### config.mk
export PLATFORM = sky130hd
export DESIGN_NAME = lfsr_decrypt
export DESIGN_NICKNAME = d
export VERILOG_FILES = /design/src/rtl/lfsr_decrypt.sv
export SDC_FILE = /design/constraint.sdc
export NUM_CORES = 1
export LEC_CHECK = 0
export CORE_MARGIN = 2
export CORE_UTILIZATION = 60
export DETAILED_ROUTE_END_ITERATION = 10
export PLACE_DENSITY = 0.77
export SYNTH_ARGS = -nofsm -noshare
export SYNTH_HDL_FRONTEND = slang
export SYNTH_SLANG_ARGS = --single-unit
### constraint.sdc
create_clock -name clk -period 5.8 [get_ports clk]
set_input_delay 1.16 -clock clk [delete_from_list [all_inputs] [get_ports clk]]
set_output_delay 1.16 -clock clk [all_outputs]
set_load 0.005 [all_outputs]
### src/rtl/lfsr_decrypt.sv
// rtl/lfsr_decrypt.sv - LFSR stream-cipher tap search and decrypt engine
module lfsr_decrypt (
    input  logic       clk,
    input  logic       init,
    input  logic       req,
    output logic       ack,
    output logic [7:0] mem_addr,
    input  logic [7:0] mem_rd_data,
    output logic       mem_wr_en,
    output logic [7:0] mem_wr_data,
    output logic [3:0] pat_idx,
    output logic [6:0] pre_len,
    output logic       err
);
    typedef enum logic [2:0] {IDLE, LOAD, SEARCH, DECRYPT, PAD, DONE} state_t;

    state_t      state, state_nxt;
    logic [6:0]  cfile [10];
    logic [3:0]  load_cnt;
    logic [3:0]  cand;
    logic [5:0]  byte_idx;
    logic        phase;
    logic        strip;
    logic        cand_match;
    logic [6:0]  lfsr;
    logic [6:0]  dbuf;
    logic [6:0]  wptr;
    logic        unused_rd_msb;

    assign unused_rd_msb = mem_rd_data[7];

    function automatic logic [6:0] tap_of(input logic [3:0] k);
        case (k)
            4'd0:    tap_of = 7'h60;
            4'd1:    tap_of = 7'h48;
            4'd2:    tap_of = 7'h78;
            4'd3:    tap_of = 7'h72;
            4'd4:    tap_of = 7'h6A;
            4'd5:    tap_of = 7'h69;
            4'd6:    tap_of = 7'h5C;
            4'd7:    tap_of = 7'h7E;
            4'd8:    tap_of = 7'h7B;
            default: tap_of = 7'h00;
        endcase
    endfunction

    function automatic logic [6:0] lfsr_step(input logic [6:0] s, input logic [6:0] t);
        lfsr_step = {s[5:0], ^(s & t)};
    endfunction

    // The first ten ciphertext bytes are raw keystream, so a tap set is valid
    // iff it reproduces every captured transition.
    always_comb begin
        cand_match = 1'b1;
        for (int k = 0; k < 9; k++) begin
            if (lfsr_step(cfile[k], tap_of(cand)) != cfile[k+1]) cand_match = 1'b0;
        end
    end

    always_ff @(posedge clk) begin
        if (init) state <= IDLE;
        else      state <= state_nxt;
    end

    always_comb begin
        state_nxt   = state;
        mem_addr    = 8'd0;
        mem_wr_en   = 1'b0;
        mem_wr_data = 8'd0;
        ack         = 1'b0;
        case (state)
            IDLE: if (!req) state_nxt = LOAD;
            LOAD: begin
                mem_addr = 8'd64 + {4'd0, load_cnt};
                if (load_cnt == 4'd9) state_nxt = SEARCH;
            end
            SEARCH: begin
                if (cfile[0] == 7'd0 || (!cand_match && cand == 4'd8)) state_nxt = DONE;
                else if (cand_match)                                   state_nxt = DECRYPT;
            end
            DECRYPT: begin
                // Phase 0 reads ciphertext byte i, phase 1 writes the plaintext.
                if (!phase) begin
                    mem_addr = 8'd64 + {2'd0, byte_idx};
                end else begin
                    mem_addr = {1'b0, wptr};
                    if (!(strip && dbuf == 7'd0)) begin
                        mem_wr_en   = 1'b1;
                        mem_wr_data = {1'b0, dbuf};
                    end
                    if (byte_idx == 6'd63) state_nxt = PAD;
                end
            end
            PAD: begin
                mem_addr = {1'b0, wptr};
                if (wptr != 7'd64) mem_wr_en = 1'b1;
                if (wptr >= 7'd63) state_nxt = DONE;
            end
            DONE: begin
                ack = 1'b1;
                if (req) state_nxt = IDLE;
            end
            default: state_nxt = IDLE;
        endcase
    end

    always_ff @(posedge clk) begin
        if (state == LOAD) cfile[load_cnt] <= mem_rd_data[6:0];
    end

    always_ff @(posedge clk) begin
        if (init) begin
            pat_idx  <= 4'd0;
            pre_len  <= 7'd0;
            err      <= 1'b0;
            wptr     <= 7'd0;
            load_cnt <= 4'd0;
            cand     <= 4'd0;
            byte_idx <= 6'd0;
            phase    <= 1'b0;
            strip    <= 1'b1;
            lfsr     <= 7'd0;
            dbuf     <= 7'd0;
        end else begin
            case (state)
                IDLE: if (!req) begin
                    pat_idx  <= 4'd0;
                    pre_len  <= 7'd0;
                    err      <= 1'b0;
                    wptr     <= 7'd0;
                    load_cnt <= 4'd0;
                    cand     <= 4'd0;
                    byte_idx <= 6'd0;
                    phase    <= 1'b0;
                    strip    <= 1'b1;
                end
                LOAD: load_cnt <= load_cnt + 4'd1;
                SEARCH: begin
                    if (cfile[0] == 7'd0) begin
                        err <= 1'b1;
                    end else if (cand_match) begin
                        pat_idx <= cand;
                        lfsr    <= cfile[0];
                    end else if (cand == 4'd8) begin
                        err <= 1'b1;
                    end else begin
                        cand <= cand + 4'd1;
                    end
                end
                DECRYPT: begin
                    if (!phase) begin
                        dbuf  <= mem_rd_data[6:0] ^ lfsr;
                        lfsr  <= lfsr_step(lfsr, tap_of(pat_idx));
                        phase <= 1'b1;
                    end else begin
                        phase    <= 1'b0;
                        byte_idx <= byte_idx + 6'd1;
                        if (strip && dbuf == 7'd0) begin
                            pre_len <= pre_len + 7'd1;
                        end else begin
                            strip <= 1'b0;
                            wptr  <= wptr + 7'd1;
                        end
                    end
                end
                PAD: if (wptr != 7'd64) wptr <= wptr + 7'd1;
                default: ;
            endcase
        end
    end
endmodule
# Word-level counts from Yosys, hierarchy flattened

Memories as Yosys holds them, arrays and structs flattened. A register that Yosys moved wholly into a read port is not among the register bits.
Cells that the tools add are included.

Register bits: 52
RAM bits: 70
Memory bits (read-only): 1,120
Input bits: 11
Output and inout port bits: 30
Word-level logic and storage cells: 200
Memories kept: 11

Memory list:

| memory          | depth | width | rd ports | clocked after memory_dff | wr ports | line | RTL |
|---|---|---|---|---|---|---|---|
| (no name shown) | 16    | 7     | 1        | 1                        | 0        | 33   | `case (k)` |
| (no name shown) | 16    | 7     | 1        | 1                        | 0        | 33   |  |
| (no name shown) | 16    | 7     | 1        | 1                        | 0        | 33   |  |
| (no name shown) | 16    | 7     | 1        | 1                        | 0        | 33   |  |
| (no name shown) | 16    | 7     | 1        | 1                        | 0        | 33   |  |
| (no name shown) | 16    | 7     | 1        | 1                        | 0        | 33   |  |
| 5 more memories | -     | -     | -        | -                        | -        | -    |  |

$add $sub $neg: 7
Magnitude comparators: 1
Equal/unequal tests: 35
Mux-type cells: 88
Bitwise logic cells: 12
Reductions and logical operators: 34

Operators with widths:

| operator            | count |
|---|---|
| $mux 7              | 15 |
| $mux 4              | 26 |
| $and 7x7->7         | 10 |
| $reduce_xor 7->1    | 10 |
| $ne 7x7->1          | 9 |
| $ne 2x2->1 const B  | 14 |
| $pmux 7 s2          | 2 |
| $mux 3              | 8 |
| $pmux 4 s2          | 3 |
| $pmux 8 s3          | 1 |
| $mux 1              | 23 |
| $pmux 7 s3          | 1 |
| $reduce_and 4->1    | 5 |
| $pmux 3 s6          | 1 |
| $add 7x1->7 const B | 2 |
| $logic_not 7->1     | 2 |
| $mux 6              | 2 |
| $pmux 6 s2          | 1 |
| $reduce_and 5->1    | 2 |
| $ne 3x3->1 const B  | 3 |
| $add 4x1->4 const B | 2 |
| $add 7x4->8 const A | 1 |
| $add 7x6->8 const A | 1 |
| $eq 4x4->1 const B  | 2 |
| other kinds (20)    | 31 |

# Logic depth before layout (Yosys ltp)

An unclocked memory read counts as a cell.

Depth after elaboration: 18
Depth in mapped cells: 14
Gate-level depth less buffers: 12

# Least setup slack after synthesis

OpenSTA, ideal clock, no wires.

Path kind: register -> register
Start: mem cfile[4][0]
End: reg with a tool-made name
Setup time: 0.079 ns
Arrival time: 3.218 ns
Data required time: 5.721 ns
Path slack: 2.503 ns
Stages on the path, launching flop included: 14
Buffers on the path: 1
Clock period less this slack: 3.297 ns
Cell sequence: edfxtp_1 > nor4_2 > mux2i_1 > nor4_1 > nand4_1 > nor3_2 > and3_1 > buf_2 > a21oi_1 > o21a_1 > or2_2 > ha_1 > or4b_1 > o211ai_1

RTL lines:

| element     | line | RTL |
|---|---|---|
| from (decl) | 18   | `logic [6:0] cfile [10];` |

# Worst setup path in the final report

Start: reg state[1]
End: out mem_addr[3]

Word-level cells in the longest chain between the ends: 2
Elaborated cells on any way between the ends: 4
Classes of those cells: eq/ne: 3; mux: 1

Ends and longest elaborated chain:

| element                                  | line | RTL |
|---|---|---|
| from (decl)                              | 17   | `state_t state, state_nxt;` |
| from (signal assigned)                   | 62   | `else state <= state_nxt;` |
| $eq 3x3->1, or another cell as far along | 71   | `case (state)` |
| $pmux 8 s3 (*)                           | 71   |  |
| to (decl)                                | 7    | `output logic [7:0] mem_addr,` |

Every way passes the cells marked *; elsewhere a longest branch is shown, timed or not.

==> results.txt <==
Flop2flop setup slack - 1840 ps
Total wire length - 17820 um
Yosys reg bits - 136
Tmin final - 3979 ps
Yosys cell types - 63
Most common cell in the netlist - nand2_1
Fin crit share - 68.60%
Slew HR - 37.66%
Average wire per standard cell - 19.45 um
Clock-pin slew on the worst setup and hold paths - 60 ps
Die Ht - 112.9 um
# IOs - 41
Mapped Cells - 729
Register area - 3423 um^2
Worst-path cell chain - nand2_1 -> or2_2 -> nor2_1 -> buf_4 -> a222oi_1 -> inv_1 -> clkdlybuf4s50_1
GRT Total Usage - 28.88%
Vias in the first global route - 5388
H-tree Lvls - 4
Cts hold-fix bufs - 0
Gpl congestion - 0.9591
Skew final - 6.660 ps
CP Capture Type - output port
Core area - 11520 um^2
Vias per cell - 6.069
Top cells by count, synth - nand2_1 (118), xnor2_1 (90), edfxtp_1 (70)
Via count - 5559
First-pass GRT wire length - 28370 um
Setup violators final - 0
Final max-slew violation count - 0
Fmax - 251.3 MHz
Max Buffers Root-to-Sink - 2
Die Wd - 112.9 um
Syn_area_per_cell - 9.766 um^2
Slowest stage delay, CP - 550 ps
Antenna violations before repair - 0
Fin nets - 789
Initial core utilization - 61.82%
CTS sink count - 136
Cell taking the most area after synthesis - edfxtp_1
Cts repair resizes - 0
Die area - 12750 um^2
Setup repair bufs after CTS - 0
CP bufs+invs - 3
Sequential share of the synthesized area - 48.08%
EDFF count, synth - 70
CTS tree - done
Area of the multi-input gates - 3462 um^2
Critical path's top delay family - buffers and inverters
Async S/R FF share, synth - 0%
Hold endpoint - err
ANT cells - 0
Fraction of layout instances using a drive strength above 1 - 7.245%
Initial drt markers - 633
Ranking of synthesized cells by area - edfxtp_1 (30%), dfxtp_1 (19%), xnor2_1 (11%), nand2_1 (6.2%), xor2_1 (3.4%)
FP Rows - 39
Least-Margin Pin Slew - 927.4 ps
Hold Crit Class - reg -> reg
Overall Power - 0.002137 W
CP Data Required Time - 4640 ps
CP max stage cell - dfxtp_1
CTS Buf Count - 17
Worst-Skew Late Latency - 420 ps
Total grt overflow - 0
Critical Path Source Type - register
Hold path cells - 2
Setup TNS - 0 ps
Final ANT Viol Nets - 0
PortBufs - 37
Failing checks - design-rule violations
CTS root buf - clkbuf_16
Drc violations - 1
Largest net degree at the start of global routing - 28
Max IR drop VDD - 0.0001956 V
Ys flop type - edfxtp_1
RR Startpoint - cfile[2][2]
Fillers - 838
Post-Syn Area - 7119 um^2
Hold Crit Start - err
CP Class - reg -> out
Max FO, Critical Path - 22
Top-area cell type share of the netlist area - 29.53%
Fin. Hold Viols - 0
Lkg Pwr - 2.816 nW
Number of max-cap violations - 0
Area delta synth->final - 13.51%
Status - finished with violations
RSZ-0062 raised after global routing - no
PwrDens - 264.5 nW/um^2
Detailed placer's ending HPWL - 12680 um
DRT Pass-1 Iters - 9
Ys Warns - 0
Worst reg2reg path depth - 12
WP data arrival - 2820 ps
==> power breakdown <==
group	internal [W]	switching [W]	leakage [nW]
Combinational	0.0000427	0.0000786	1.41
Sequential	0.00102	0.0000180	1.16
Clock	0.000544	0.000430	0.242
Total	0.00161	0.000526	2.82
==> layer usage <==
metal  up-vias  part of all wire (%)  GRT usage (%)
met5         -                     0              0
met4         0                   4.0          15.04
met3        54                   7.0          4.553
met2       253                    47          46.35
met1      2650                    42          38.14
li1       2602                     -              -
==> through the flow <==
stage / cell area (um^2) / setup WS [ps] / std cells / hold slack, ps / utilization [%]
2_1_floorplan: 7123 / 2503 / 730 / 450.6 / -
3_3_place_gp: 7551 / 1751 / 884 / 460.8 / 65.57
3_5_place_dp: 7551 / 1702 / 884 / 470.6 / 65.57
4_1_cts: 8082 / 1858 / 916 / 487.3 / 70.18
5_1_grt: 8082 / 1634 / 916 / 528.0 / 70.18
6_report: 8082 / 1821 / 916 / 482.9 / 70.18
==> placed cells by master (no fill, tap or decap), types with 15 or more instances in the layout <==
cell             instances
and3_1                  21
ha_1                    18
nand3_1                 15
a21oi_1                 35
xnor2_1                 90
edfxtp_1                70
nand2_1                118
inv_1                   22
clkbuf_16               17
dfxtp_1                 66
nor3_1                  15
nor2_1                  57
clkdlybuf4s50_1         37
xor2_1                  28
==> tightest hold or removal path, stage by stage (launching register included) <==
cell     delay (ps)
dfxtp_1         340
a21oi_1          40
nor2_1           70
==> kinds of logic (layout without fill, tap and decap cells) <==
kind of cell | after synthesis | after routing | share of synthesized area [%]
compound gates | 100 | 100 | 9.034
xor+xnor | 118 | 118 | 14.52
fa+ha+maj | 18 | 18 | 3.164
buf+inv | 53 | 96 | 3.339
flops | 136 | 136 | 48.08
mux | 6 | 6 | 0.9314
other cells | 1 | 2 | 0.05267
simple gates | 297 | 297 | 20.88
==> layout make-up <==
cell class / instances / area share (%)
clock buffer: 17 / 5.264
tap: 143 / 2.214
inverter: 23 / 1.068
clock inverter: 15 / 1.301
timing repair buffer: 41 / 4.954
multi-input combinational: 541 / 42.84
sequential: 136 / 42.36
==> how the worst max path moves through the flow <==
stage                            from  slack (ps)     endpoint  depth (start not counted)
after floorplan           cfile[4][0]        2500     register                         13
after global placement            req        1750     register                         10
after global routing         state[1]        1630  mem_addr[6]                          7
after CTS                    state[1]        1860  mem_addr[3]                          7
final                        state[1]        1820  mem_addr[3]                          7
after detailed placement          req        1700     register                         10
(Power assumes the default switching activity.)
